==> src/rtl/digi_pkg.sv <==
// -----------------------------------------------------------------------------
// digi_pkg
// Shared definitions for the ADC-to-DBUFF writer and the downstream pump.
//   DBUFF_ADDR_W : DBUFF byte-address width (buffer depth 2^DBUFF_ADDR_W)
//   BLOCK_BYTES  : bytes per block (power of two)
//   HDR_BYTES    : sequence-header bytes at the start of each block
//   state_t      : writer FSM encoding, one-hot
//   hdr_byte()   : selects one byte of the 32-bit block number, LSB first
// -----------------------------------------------------------------------------
package digi_pkg;

    localparam int DBUFF_ADDR_W = 15;
    localparam int BLOCK_BYTES  = 512;
    localparam int HDR_BYTES    = 4;

    // One-hot; any illegal pattern is steered back to ST_IDLE by the FSM default.
    typedef enum logic [3:0] {
        ST_IDLE   = 4'b0001,
        ST_HEADER = 4'b0010,
        ST_DATA   = 4'b0100,
        ST_OVR    = 4'b1000
    } state_t;

    function automatic logic [7:0] hdr_byte(input logic [31:0] blk, input logic [1:0] idx);
        logic [31:0] shifted;
        shifted = blk >> {idx, 3'b000};
        return shifted[7:0];
    endfunction

endpackage

==> src/rtl/adc_to_digi_buff_if.sv <==
// -----------------------------------------------------------------------------
// adc_to_digi_buff_if
// Bundles the sample stream, the pump feedback and the DBUFF write port.
//   master : ADC front end / pump side (drives ENA, SAMPLE_*, BLOCKS_PUMPED)
//   slave  : adc_to_digi_buff (drives the DBUFF write port and status)
//
// Handshake: SAMPLE_VALID is a one-cycle strobe qualifying SAMPLE_DATA on the
// same rising CLK edge. There is no ready/backpressure; a sample offered while
// the skid FIFO is full is lost and recorded in the sticky DROPPED flag.
// WENA_DBUFF qualifies WADDR_DBUFF/WDATA_DBUFF; the RAM captures the write on
// the next rising edge of WCLK_DBUFF.
// -----------------------------------------------------------------------------
interface adc_to_digi_buff_if #(
    parameter int ADDR_W = digi_pkg::DBUFF_ADDR_W
);
    import digi_pkg::*;

    logic              ENA;
    logic [7:0]        SAMPLE_DATA;
    logic              SAMPLE_VALID;
    logic [31:0]       BLOCKS_PUMPED;
    logic [ADDR_W-1:0] WADDR_DBUFF;
    logic [7:0]        WDATA_DBUFF;
    logic              WENA_DBUFF;
    logic              WCLK_DBUFF;
    logic [31:0]       BLOCKS_DIGITIZED;
    logic              ACQ_ACTIVE;
    logic              OVERRUN;
    logic              DROPPED;
    state_t            STATE_DBG;

    modport master (
        output ENA, SAMPLE_DATA, SAMPLE_VALID, BLOCKS_PUMPED,
        input  WADDR_DBUFF, WDATA_DBUFF, WENA_DBUFF, WCLK_DBUFF,
        input  BLOCKS_DIGITIZED, ACQ_ACTIVE, OVERRUN, DROPPED, STATE_DBG
    );

    modport slave (
        input  ENA, SAMPLE_DATA, SAMPLE_VALID, BLOCKS_PUMPED,
        output WADDR_DBUFF, WDATA_DBUFF, WENA_DBUFF, WCLK_DBUFF,
        output BLOCKS_DIGITIZED, ACQ_ACTIVE, OVERRUN, DROPPED, STATE_DBG
    );

endinterface

==> src/rtl/sample_fifo.sv <==
// -----------------------------------------------------------------------------
// sample_fifo
// Synchronous first-word-fall-through FIFO, DEPTH x 8, absorbing samples while
// the writer is busy emitting the block header.
//   clk, rst_n : clock, asynchronous active-low reset
//   push, din  : write request (ignored when full unless a pop happens too)
//   pop, dout  : read request; dout shows the head entry whenever !empty
//   flush      : empties the FIFO, overriding push and pop
//   full/empty : occupancy status
// -----------------------------------------------------------------------------
module sample_fifo #(
    parameter int DEPTH = 8
) (
    input  logic       clk,
    input  logic       rst_n,
    input  logic       push,
    input  logic       pop,
    input  logic       flush,
    input  logic [7:0] din,
    output logic [7:0] dout,
    output logic       full,
    output logic       empty
);

    localparam int AW = $clog2(DEPTH);

    logic [7:0]    mem_q [DEPTH];
    logic [AW-1:0] wr_ptr_q, wr_ptr_d;
    logic [AW-1:0] rd_ptr_q, rd_ptr_d;
    logic [AW:0]   count_q, count_d;
    logic          do_push, do_pop;

    assign full  = (count_q == (AW+1)'(DEPTH));
    assign empty = (count_q == '0);
    assign dout  = mem_q[rd_ptr_q];

    always_comb begin
        do_pop   = 1'b0;
        do_push  = 1'b0;
        wr_ptr_d = wr_ptr_q;
        rd_ptr_d = rd_ptr_q;
        count_d  = count_q;
        if (flush) begin
            wr_ptr_d = '0;
            rd_ptr_d = '0;
            count_d  = '0;
        end else begin
            do_pop  = pop && !empty;
            // A pop in the same cycle frees the slot, so a full FIFO still accepts.
            do_push = push && (!full || do_pop);
            if (do_push) wr_ptr_d = wr_ptr_q + AW'(1);
            if (do_pop)  rd_ptr_d = rd_ptr_q + AW'(1);
            count_d = count_q + (AW+1)'(do_push) - (AW+1)'(do_pop);
        end
    end

    always_ff @(posedge clk or negedge rst_n) begin
        if (!rst_n) begin
            wr_ptr_q <= '0;
            rd_ptr_q <= '0;
            count_q  <= '0;
        end else begin
            wr_ptr_q <= wr_ptr_d;
            rd_ptr_q <= rd_ptr_d;
            count_q  <= count_d;
        end
    end

    always_ff @(posedge clk) begin
        if (do_push) mem_q[wr_ptr_q] <= din;
    end

endmodule

==> src/rtl/adc_to_digi_buff.sv <==
// -----------------------------------------------------------------------------
// adc_to_digi_buff
// Writes the ADC byte stream into the circular DBUFF in BLOCK_BYTES blocks,
// each starting with a HDR_BYTES little-endian copy of the block number, and
// publishes the completed-block count to the pump.
//   CLK : system clock (posedge)
//   RST : asynchronous active-low reset
//   bus : adc_to_digi_buff_if.slave
//         in : ENA, SAMPLE_DATA, SAMPLE_VALID, BLOCKS_PUMPED
//         out: WADDR/WDATA/WENA/WCLK_DBUFF, BLOCKS_DIGITIZED, ACQ_ACTIVE,
//              OVERRUN, DROPPED, STATE_DBG
// -----------------------------------------------------------------------------
module adc_to_digi_buff #(
    parameter int ADDR_W          = digi_pkg::DBUFF_ADDR_W,
    parameter int BLOCK_BYTES     = digi_pkg::BLOCK_BYTES,
    parameter int HDR_BYTES       = digi_pkg::HDR_BYTES,
    parameter int HEADROOM_BLOCKS = 1,
    parameter int FIFO_DEPTH      = 8
) (
    input logic              CLK,
    input logic              RST,
    adc_to_digi_buff_if.slave bus
);

    import digi_pkg::*;

    localparam int          BW       = $clog2(BLOCK_BYTES);
    localparam int          BLK_W    = ADDR_W - BW;
    localparam logic [31:0] FULL_LIM = 32'((1 << ADDR_W) / BLOCK_BYTES - HEADROOM_BLOCKS);
    localparam logic [BW-1:0] HDR_LAST = BW'(HDR_BYTES - 1);
    localparam logic [BW-1:0] BLK_LAST = BW'(BLOCK_BYTES - 1);

    state_t            state_q, state_d;
    logic [BW-1:0]     byte_cnt_q, byte_cnt_d;
    logic [31:0]       blk_ptr_q, blk_ptr_d;
    logic              commit_q, commit_d;
    logic [ADDR_W-1:0] waddr_q, waddr_d;
    logic [7:0]        wdata_q, wdata_d;
    logic              wena_q, wena_d;
    logic              overrun_q, overrun_d;
    logic              dropped_q, dropped_d;

    logic        fifo_push, fifo_pop, fifo_flush;
    logic        fifo_full, fifo_empty;
    logic [7:0]  fifo_dout;
    logic [31:0] cur_blk;
    logic        full_now, full_next;
    logic        acq;

    assign acq       = (state_q == ST_HEADER) || (state_q == ST_DATA);
    assign fifo_push = bus.SAMPLE_VALID && acq;

    // The final byte's commit lands one cycle after it is decided, together
    // with the RAM capturing that write. Until then cur_blk already reflects
    // the committed block so the next header and full check use the new number.
    assign cur_blk   = blk_ptr_q + {31'b0, commit_q};
    assign full_now  = (cur_blk - bus.BLOCKS_PUMPED) >= FULL_LIM;
    assign full_next = (cur_blk + 32'd1 - bus.BLOCKS_PUMPED) >= FULL_LIM;

    sample_fifo #(.DEPTH(FIFO_DEPTH)) u_fifo (
        .clk   (CLK),
        .rst_n (RST),
        .push  (fifo_push),
        .pop   (fifo_pop),
        .flush (fifo_flush),
        .din   (bus.SAMPLE_DATA),
        .dout  (fifo_dout),
        .full  (fifo_full),
        .empty (fifo_empty)
    );

    always_comb begin
        state_d    = state_q;
        byte_cnt_d = byte_cnt_q;
        blk_ptr_d  = cur_blk;
        commit_d   = 1'b0;
        waddr_d    = waddr_q;
        wdata_d    = wdata_q;
        wena_d     = 1'b0;
        dropped_d  = dropped_q;
        fifo_pop   = 1'b0;
        fifo_flush = 1'b0;

        case (state_q)
            ST_IDLE: begin
                byte_cnt_d = '0;
                fifo_flush = 1'b1;
                if (bus.ENA) begin
                    if (full_now) begin
                        state_d = ST_OVR;
                    end else begin
                        state_d   = ST_HEADER;
                        dropped_d = 1'b0;
                    end
                end
            end
            ST_HEADER: begin
                if (!bus.ENA) begin
                    // Abort: the partial block is rewritten from its header later.
                    state_d    = ST_IDLE;
                    byte_cnt_d = '0;
                    fifo_flush = 1'b1;
                end else begin
                    wena_d     = 1'b1;
                    waddr_d    = {cur_blk[BLK_W-1:0], byte_cnt_q};
                    wdata_d    = hdr_byte(cur_blk, byte_cnt_q[1:0]);
                    byte_cnt_d = byte_cnt_q + BW'(1);
                    if (byte_cnt_q == HDR_LAST) state_d = ST_DATA;
                end
            end
            ST_DATA: begin
                if (!bus.ENA) begin
                    state_d    = ST_IDLE;
                    byte_cnt_d = '0;
                    fifo_flush = 1'b1;
                end else if (!fifo_empty) begin
                    fifo_pop = 1'b1;
                    wena_d   = 1'b1;
                    waddr_d  = {cur_blk[BLK_W-1:0], byte_cnt_q};
                    wdata_d  = fifo_dout;
                    if (byte_cnt_q == BLK_LAST) begin
                        byte_cnt_d = '0;
                        commit_d   = 1'b1;
                        state_d    = full_next ? ST_OVR : ST_HEADER;
                    end else begin
                        byte_cnt_d = byte_cnt_q + BW'(1);
                    end
                end
            end
            ST_OVR: begin
                byte_cnt_d = '0;
                fifo_flush = 1'b1;
                if (!bus.ENA) state_d = ST_IDLE;
            end
            default: begin
                state_d    = ST_IDLE;
                byte_cnt_d = '0;
                fifo_flush = 1'b1;
            end
        endcase

        // A sample is lost only when it cannot enter: full, no pop this cycle,
        // and not being discarded by a flush anyway.
        if (fifo_push && fifo_full && !fifo_pop && !fifo_flush) dropped_d = 1'b1;

        // Registered like WENA so OVERRUN rises with the first idle write cycle
        // and falls in the same cycle the FSM leaves OVR.
        overrun_d = (state_q == ST_OVR) && bus.ENA;
    end

    always_ff @(posedge CLK or negedge RST) begin
        if (!RST) begin
            state_q    <= ST_IDLE;
            byte_cnt_q <= '0;
            blk_ptr_q  <= '0;
            commit_q   <= 1'b0;
            waddr_q    <= '0;
            wdata_q    <= '0;
            wena_q     <= 1'b0;
            overrun_q  <= 1'b0;
            dropped_q  <= 1'b0;
        end else begin
            state_q    <= state_d;
            byte_cnt_q <= byte_cnt_d;
            blk_ptr_q  <= blk_ptr_d;
            commit_q   <= commit_d;
            waddr_q    <= waddr_d;
            wdata_q    <= wdata_d;
            wena_q     <= wena_d;
            overrun_q  <= overrun_d;
            dropped_q  <= dropped_d;
        end
    end

    assign bus.WADDR_DBUFF      = waddr_q;
    assign bus.WDATA_DBUFF      = wdata_q;
    assign bus.WENA_DBUFF       = wena_q;
    assign bus.WCLK_DBUFF       = CLK;
    assign bus.BLOCKS_DIGITIZED = blk_ptr_q;
    assign bus.ACQ_ACTIVE       = acq;
    assign bus.OVERRUN          = overrun_q;
    assign bus.DROPPED          = dropped_q;
    assign bus.STATE_DBG        = state_q;

endmodule

==> src/flat_wrapper.sv <==
// flat-port wrapper written by rule: the top's interface ports become plain ports
module adc_to_digi_buff_flat import digi_pkg::*;
#(
    parameter int ADDR_W          = digi_pkg::DBUFF_ADDR_W,
    parameter int BLOCK_BYTES     = digi_pkg::BLOCK_BYTES,
    parameter int HDR_BYTES       = digi_pkg::HDR_BYTES,
    parameter int HEADROOM_BLOCKS = 1,
    parameter int FIFO_DEPTH      = 8
)
  (CLK, RST, bus_ENA, bus_SAMPLE_DATA, bus_SAMPLE_VALID, bus_BLOCKS_PUMPED, bus_WADDR_DBUFF, bus_WDATA_DBUFF, bus_WENA_DBUFF, bus_WCLK_DBUFF, bus_BLOCKS_DIGITIZED, bus_ACQ_ACTIVE, bus_OVERRUN, bus_DROPPED, bus_STATE_DBG);
  adc_to_digi_buff_if #(.ADDR_W(ADDR_W)) bus_i ();
  input logic CLK;
  input logic RST;
  input wire logic [$bits(bus_i.ENA)-1:0] bus_ENA;
  input wire logic [$bits(bus_i.SAMPLE_DATA)-1:0] bus_SAMPLE_DATA;
  input wire logic [$bits(bus_i.SAMPLE_VALID)-1:0] bus_SAMPLE_VALID;
  input wire logic [$bits(bus_i.BLOCKS_PUMPED)-1:0] bus_BLOCKS_PUMPED;
  output wire logic [$bits(bus_i.WADDR_DBUFF)-1:0] bus_WADDR_DBUFF;
  output wire logic [$bits(bus_i.WDATA_DBUFF)-1:0] bus_WDATA_DBUFF;
  output wire logic [$bits(bus_i.WENA_DBUFF)-1:0] bus_WENA_DBUFF;
  output wire logic [$bits(bus_i.WCLK_DBUFF)-1:0] bus_WCLK_DBUFF;
  output wire logic [$bits(bus_i.BLOCKS_DIGITIZED)-1:0] bus_BLOCKS_DIGITIZED;
  output wire logic [$bits(bus_i.ACQ_ACTIVE)-1:0] bus_ACQ_ACTIVE;
  output wire logic [$bits(bus_i.OVERRUN)-1:0] bus_OVERRUN;
  output wire logic [$bits(bus_i.DROPPED)-1:0] bus_DROPPED;
  output wire logic [$bits(bus_i.STATE_DBG)-1:0] bus_STATE_DBG;
  assign bus_i.ENA = bus_ENA;
  assign bus_i.SAMPLE_DATA = bus_SAMPLE_DATA;
  assign bus_i.SAMPLE_VALID = bus_SAMPLE_VALID;
  assign bus_i.BLOCKS_PUMPED = bus_BLOCKS_PUMPED;
  assign bus_WADDR_DBUFF = bus_i.WADDR_DBUFF;
  assign bus_WDATA_DBUFF = bus_i.WDATA_DBUFF;
  assign bus_WENA_DBUFF = bus_i.WENA_DBUFF;
  assign bus_WCLK_DBUFF = bus_i.WCLK_DBUFF;
  assign bus_BLOCKS_DIGITIZED = bus_i.BLOCKS_DIGITIZED;
  assign bus_ACQ_ACTIVE = bus_i.ACQ_ACTIVE;
  assign bus_OVERRUN = bus_i.OVERRUN;
  assign bus_DROPPED = bus_i.DROPPED;
  assign bus_STATE_DBG = bus_i.STATE_DBG;
  adc_to_digi_buff #(.ADDR_W(ADDR_W), .BLOCK_BYTES(BLOCK_BYTES), .HDR_BYTES(HDR_BYTES), .HEADROOM_BLOCKS(HEADROOM_BLOCKS), .FIFO_DEPTH(FIFO_DEPTH)) u_core (.CLK(CLK), .RST(RST), .bus(bus_i));
endmodule
==> config.mk <==
export PLATFORM = sky130hd
export DESIGN_NAME = adc_to_digi_buff_flat
export DESIGN_NICKNAME = d
export VERILOG_FILES = /design/src/rtl/digi_pkg.sv /design/src/rtl/adc_to_digi_buff_if.sv /design/src/rtl/sample_fifo.sv /design/src/rtl/adc_to_digi_buff.sv /design/src/flat_wrapper.sv
export SDC_FILE = /design/constraint.sdc
export NUM_CORES = 1
export LEC_CHECK = 0
export BUFFER_PORTS_ARGS = -buffer_cell sky130_fd_sc_hd__buf_2
export CAP_MARGIN = 0
export CORE_UTILIZATION = 27
export CTS_BUF_LIST = sky130_fd_sc_hd__clkbuf_4 sky130_fd_sc_hd__clkbuf_8
export DETAILED_ROUTE_END_ITERATION = 8
export GPL_ROUTABILITY_DRIVEN = 1
export PLACE_DENSITY = 0.53
export SYNTH_ARGS = -nofsm -noshare
export SYNTH_HDL_FRONTEND = slang
export SYNTH_SLANG_ARGS = --single-unit
==> constraint.sdc <==
create_clock -name CLK -period 5.2 [get_ports CLK]
set_clock_uncertainty 0.2 [all_clocks]
set_input_delay 0.78 -clock CLK [delete_from_list [all_inputs] [get_ports CLK]]
set_output_delay 0.78 -clock CLK [all_outputs]
set_load 0.05 [all_outputs]
== Yosys cells after proc, flatten, opt, wreduce, memory -nomap -nowiden ==
Memory sizes are Yosys's and may differ from the RTL's.
Index checks and enable logic that the tools add are counted.

* Equal/unequal tests: 16
* Magnitude comparators: 2
* Reduce and logical (&&, ||, !) cells: 23
* Add/sub/neg operators: 9
* Muxes and demuxes: 46
* Shift operators: 1

{| class="wikitable"
|+ Operator list
! operator !! number
|-
| >= comparator 32 x 6 -> 1 bit, second input constant || 2
|-
| subtractor 32 bit || 2
|-
| 2-to-1 mux 15 bit || 3
|-
| 2-to-1 mux 4 bit || 10
|-
| 2-to-1 mux 9 bit || 4
|-
| adder 32 x 1 -> 32 bit || 1
|-
| adder 32 x 1 -> 32 bit, second input constant || 1
|-
| >> shifter 32 x 5 -> 8 bit || 1
|-
| one-hot mux 15 bit (2 select lines) || 1
|-
| 2-to-1 mux 8 bit || 3
|-
| one-hot mux 9 bit (2 select lines) || 1
|-
| 2-to-1 mux 1 bit || 17
|-
| one-hot mux 4 bit (4 select lines) || 1
|-
| one-hot mux 8 bit (2 select lines) || 1
|-
| 2-to-1 mux 3 bit || 4
|-
| != test 2 bit, second input constant || 6
|-
| nonzero test 2 bit || 5
|-
| adder 9 x 1 -> 9 bit, second input constant || 1
|-
| == test 9 x 2 -> 1 bit, second input constant || 1
|-
| == test 9 bit, second input constant || 1
|-
| != test 3 bit, second input constant || 3
|-
| == test 4 bit, second input constant || 2
|-
| logical AND 1 bit || 7
|-
| adder 3 x 1 -> 3 bit, second input constant || 2
|-
| other kinds (13) || 17
|}

* RAM bits: 64
* Output and inout port bits: 64
* Bits in registers: 82
* Word-level logic and storage cells: 110
* Memories: 1

{| class="wikitable"
|+ Memory list
! memory !! depth !! bits a word !! read ports !! clocked after memory_dff !! write ports !! RTL line !! text
|-
| u_core.u_fifo.mem_q || 8 || 8 || 1 || 0 || 1 || sample_fifo.sv:27 || <nowiki>logic [7:0] mem_q [DEPTH];</nowiki>
|}

== Depth between registers and ports, before layout ==
* Depth in word-level cells: 10
* Gate-level depth with buffers: 23
* Depth with buffers taken out: 21

== Cells and area by module ==
From an unflattened synthesis, not the netlist that was laid out.

* Cell total of the unflattened synthesis: 1152
* Area total of the unflattened synthesis: 11367.2 µm²

{| class="wikitable"
|+ Modules (own cells, without submodules)
! module !! cells each !! seq. area each (µm²) !! area each (µm²) !! instances
|-
| adc_to_digi_buff || 975 || 1803.0 || 8130.3 || 1
|-
| sample_fifo || 177 || 2172.1 || 3236.9 || 1
|}

==> out/metrics.yaml <==
clock_latency_ps: 550
post_drt_via_cell_ratio: 5.14
diodes: 0
final_cells: 2173
area_delta_synth_final_pct: 37.9
rsz0062_at_grt: "true"
layout_commonest_cell: "buf_4"
whs_path_depth: 2
outcome: "finished clean"
cp-start-kind: "flip-flop"
reg2reg_depth: 26
switching_share_pct: 31.2
hold_path.startpoint: "u_core.bus.WADDR_DBUFF[5]$_DFFE_PN0P_"
p_comb_share_pct: 17.4
fmax_mhz: 196
routabilityCongestion: 0.978
placed_cell_area_um2: 14700
synthesis.nets: 1396
vdd_drop_max_mv: 0.294
required_ps: 5440
min_delay_worst_endpoint: "u_core.bus.WADDR_DBUFF[5]$_DFFE_PN0P_"
placedCellCount: 2116
layout_common_cells: "282 x buf_4, 122 x inv_1, 106 x buf_2"
die_area_um2: 43900
hold_violations: 0
slew_violations: 0
clockPowerShare_pct: 37.3
endpoint_kind: "flip-flop"
ys_seq_area_share_pct: 34.2
die_h_um: 210
synth_area_per_cell_um2: 9.30
grt_util_all_layers_pct: 19.6
grt_max_degree: 52
worstMarginPinSlew_ps: 1140
coreArea_um2: 42200
syn_area_um2: 11600
synth.distinct_cells: 92
path_class: "flip-flop to flip-flop"
cp-startpoint: "u_core.bus.BLOCKS_DIGITIZED[0]$_DFF_PN0_"
syn_inst: 1250
p_per_area_nw_per_um2: 172
fin_area_um2: 16000
crit_arrival_ps: 5340
ys_seq_elements: 146
dr.pass1.iters: 5
layout-drive-gt1-share_pct: 36.4
power_leakage_nw: 7.15
wl_per_cell_um: 19.9
seqPwrFrac_pct: 45.2
yosysWarnings: 0
portBuffers: 107
vias: 11180
dp_hpwl_um: 35200
drc: 0
cp_max_fo: 5
start_util_pct: 27.5
wirelength_um: 43300
timing.setup.tns_ps: 0
nNetsFinal: 1767
cap_violations: 0
post-route-min-period_ps: 5100
ys_async_sr_fraction_pct: 56.2
regToRegEndpoint: "u_core.bus.STATE_DBG[3]$_DFFE_PN0P_"
clk_pin_slew_ps: 90
num_rows: 75
ys.flop_type: "dfrtp_1"
switchingPower_mw: 0.859
drt_iter0_markers: 701
overflow: 0
relSlewSlack_pct: 23.8
min_path_type: "flip-flop to flip-flop"
grt_pass1_wl_um: 65700
die_x_um: 210
fin_crit_sh_pct: 98.1
cts_tree: "built"
setup_viol: 0
io_pins: 108
internal_power_mw: 1.89
ff2ff_setup_slack_ps: 100
grt_pass1_vias: 11234
antenna_found_initial: 1
timing.rr.start: "u_core.bus.BLOCKS_DIGITIZED[0]$_DFF_PN0_"
synth_edf_count: 64
antenna_left: 0
-- what timing repair did --
item / 4_1_cts / 5_1_grt
hold buffers: 1 / 0
setup endpoints to repair: 3 / 3
gates cloned: 0 / 0
pin swaps: 25 / 45
endpoints found under the hold margin: 31 / 0
resized for setup: 69 / 87
buffers inserted: 8 / 15
-- worst max-delay path, stage by stage, from the launching register on --
cell and delay (ps):
dfrtp_2 430, ha_4 160, nand3_4 80, nor3_4 130, and4_4 290, nand2_4 90, nor2_2 110, buf_4 130
xnor2_1 170, inv_1 110, ha_1 210, inv_1 80, fa_2 500, inv_1 140, o211ai_1 180, buf_4 180
buf_4 120, buf_4 130, nand3_2 80, o311a_1 200, o2111ai_2 140, or4_4 460, nor4_4 240, nand4_1 140
buf_6 160, nand2_1 70, nand3b_1 70
-- cell usage after synthesis (4+ instances only) --
| cell | n | area, um2 |
|---|---|---|
| a2111oi_0 | 9 | 78.8 |
| a211o_1 | 6 | 52.6 |
| a211oi_1 | 19 | 143 |
| a21boi_0 | 6 | 45.0 |
| a21o_1 | 10 | 75.1 |
| a21oi_1 | 54 | 270 |
| a221o_1 | 4 | 40.0 |
| a221oi_1 | 12 | 105 |
| a31oi_1 | 15 | 93.8 |
| and2_1 | 15 | 93.8 |
| and3_1 | 18 | 113 |
| buf_2 | 12 | 60.1 |
| clkbuf_1 | 34 | 128 |
| dfrtp_1 | 81 | 2030 |
| edfxtp_1 | 64 | 1920 |
| fa_1 | 30 | 601 |
| ha_1 | 72 | 901 |
| inv_1 | 125 | 469 |
| mux2_2 | 4 | 45.0 |
| mux2i_1 | 12 | 120 |
| mux4_2 | 20 | 450 |
| nand2_1 | 108 | 405 |
| nand2b_1 | 17 | 106 |
| nand3_1 | 41 | 205 |
| nand3b_1 | 13 | 97.6 |
| nand4_1 | 22 | 138 |
| nor2_1 | 99 | 372 |
| nor2b_1 | 16 | 100 |
| nor3_1 | 28 | 140 |
| nor3b_1 | 4 | 30.0 |
| nor4_1 | 18 | 113 |
| nor4b_1 | 9 | 78.8 |
| o2111ai_1 | 7 | 61.3 |
| o211ai_1 | 11 | 82.6 |
| o21a_1 | 7 | 52.6 |
| o21ai_0 | 52 | 260 |
| o21bai_1 | 4 | 30.0 |
| o31ai_1 | 13 | 97.6 |
| o41ai_1 | 5 | 43.8 |
| or3_1 | 7 | 43.8 |
| or4_1 | 8 | 60.1 |
| xnor2_1 | 37 | 324 |
| xor2_1 | 23 | 201 |
-- cell families after synthesis --
group | after synthesis | share of synthesized area (%)
AO/OA/AOI/OAI | 282 | 17.1
adder cells (fa/ha/maj) | 102 | 12.9
buffers and inverters | 179 | 6.04
flip-flops | 146 | 34.2
XOR/XNOR | 61 | 4.66
multiplexers | 36 | 5.29
AND/OR/NAND/NOR | 444 | 19.8
-- stage by stage --
stage	hold WS [ps]	worst slack, ps	total power, mW	utilization (%)
2_1_floorplan	284	29.3	1.56	-
3_3_place_gp	252	-310	1.75	34.8
3_5_place_dp	252	-351	1.75	34.8
4_1_cts	261	0.270	2.76	36.7
5_1_grt	281	-113	2.87	38.0
6_report	267	98.1	2.75	38.0
-- state kept, by name, indices dropped and copies added, names as in the netlist --
register,flops
u_core.byte_cnt_q,9
u_core.bus.WADDR_DBUFF,15
u_core.bus.STATE_DBG,4
u_core.bus.WENA_DBUFF,1
u_core.u_fifo.count_q,4
u_core.u_fifo.rd_ptr_q,3
u_core.bus.BLOCKS_DIGITIZED,32
u_core.u_fifo.wr_ptr_q,3
u_core.commit_q,1
u_core.bus.WDATA_DBUFF,8
u_core.u_fifo.mem_q,64
u_core.bus.DROPPED,1
u_core.bus.OVERRUN,1
-- worst max path at each step --
stage / endpoint / slack [ps] / cells past startpoint
floorplan: u_core.bus.STATE_DBG[3]$_DFFE_PN0P_ / 30 / 22
global placement: u_core.bus.STATE_DBG[3]$_DFFE_PN0P_ / -310 / 23
detailed placement: u_core.bus.STATE_DBG[3]$_DFFE_PN0P_ / -350 / 23
CTS: u_core.bus.STATE_DBG[3]$_DFFE_PN0P_ / 0.3 / 23
global route: u_core.bus.STATE_DBG[3]$_DFFE_PN0P_ / -110 / 21
finish: u_core.bus.STATE_DBG[3]$_DFFE_PN0P_ / 100 / 26
-- cell type report --
class                   count  area (um2)
fillers                  4297       26200
multi-input cells         925        7670
flip-flops and latches    146        3980
repair buffers            399        2780
well taps                 539         674
inverters                 128         480
clock buffers              21         280
clock inverters            15         170
-- layer usage --
layer / track usage [%] / vias up / wire (um)
met5: 0 / - / 0
met3: 2.59 / 54 / 1780
met2: 33.9 / 264 / 21300
li1: - / 5302 / -
met4: 5.94 / 0 / 1040
met1: 25.5 / 5560 / 19200
-- power groups by stage --
stage | combinational, mW | sequential (mW) | clock [mW]
global placement | 0.445 | 1.27 | 0.0367
global route | 0.524 | 1.25 | 1.10
detailed placement | 0.447 | 1.27 | 0.0367
CTS | 0.461 | 1.24 | 1.06
floorplan | 0.222 | 1.30 | 0.0415
finish | 0.480 | 1.24 | 1.03
(Power assumes the default switching activity.)
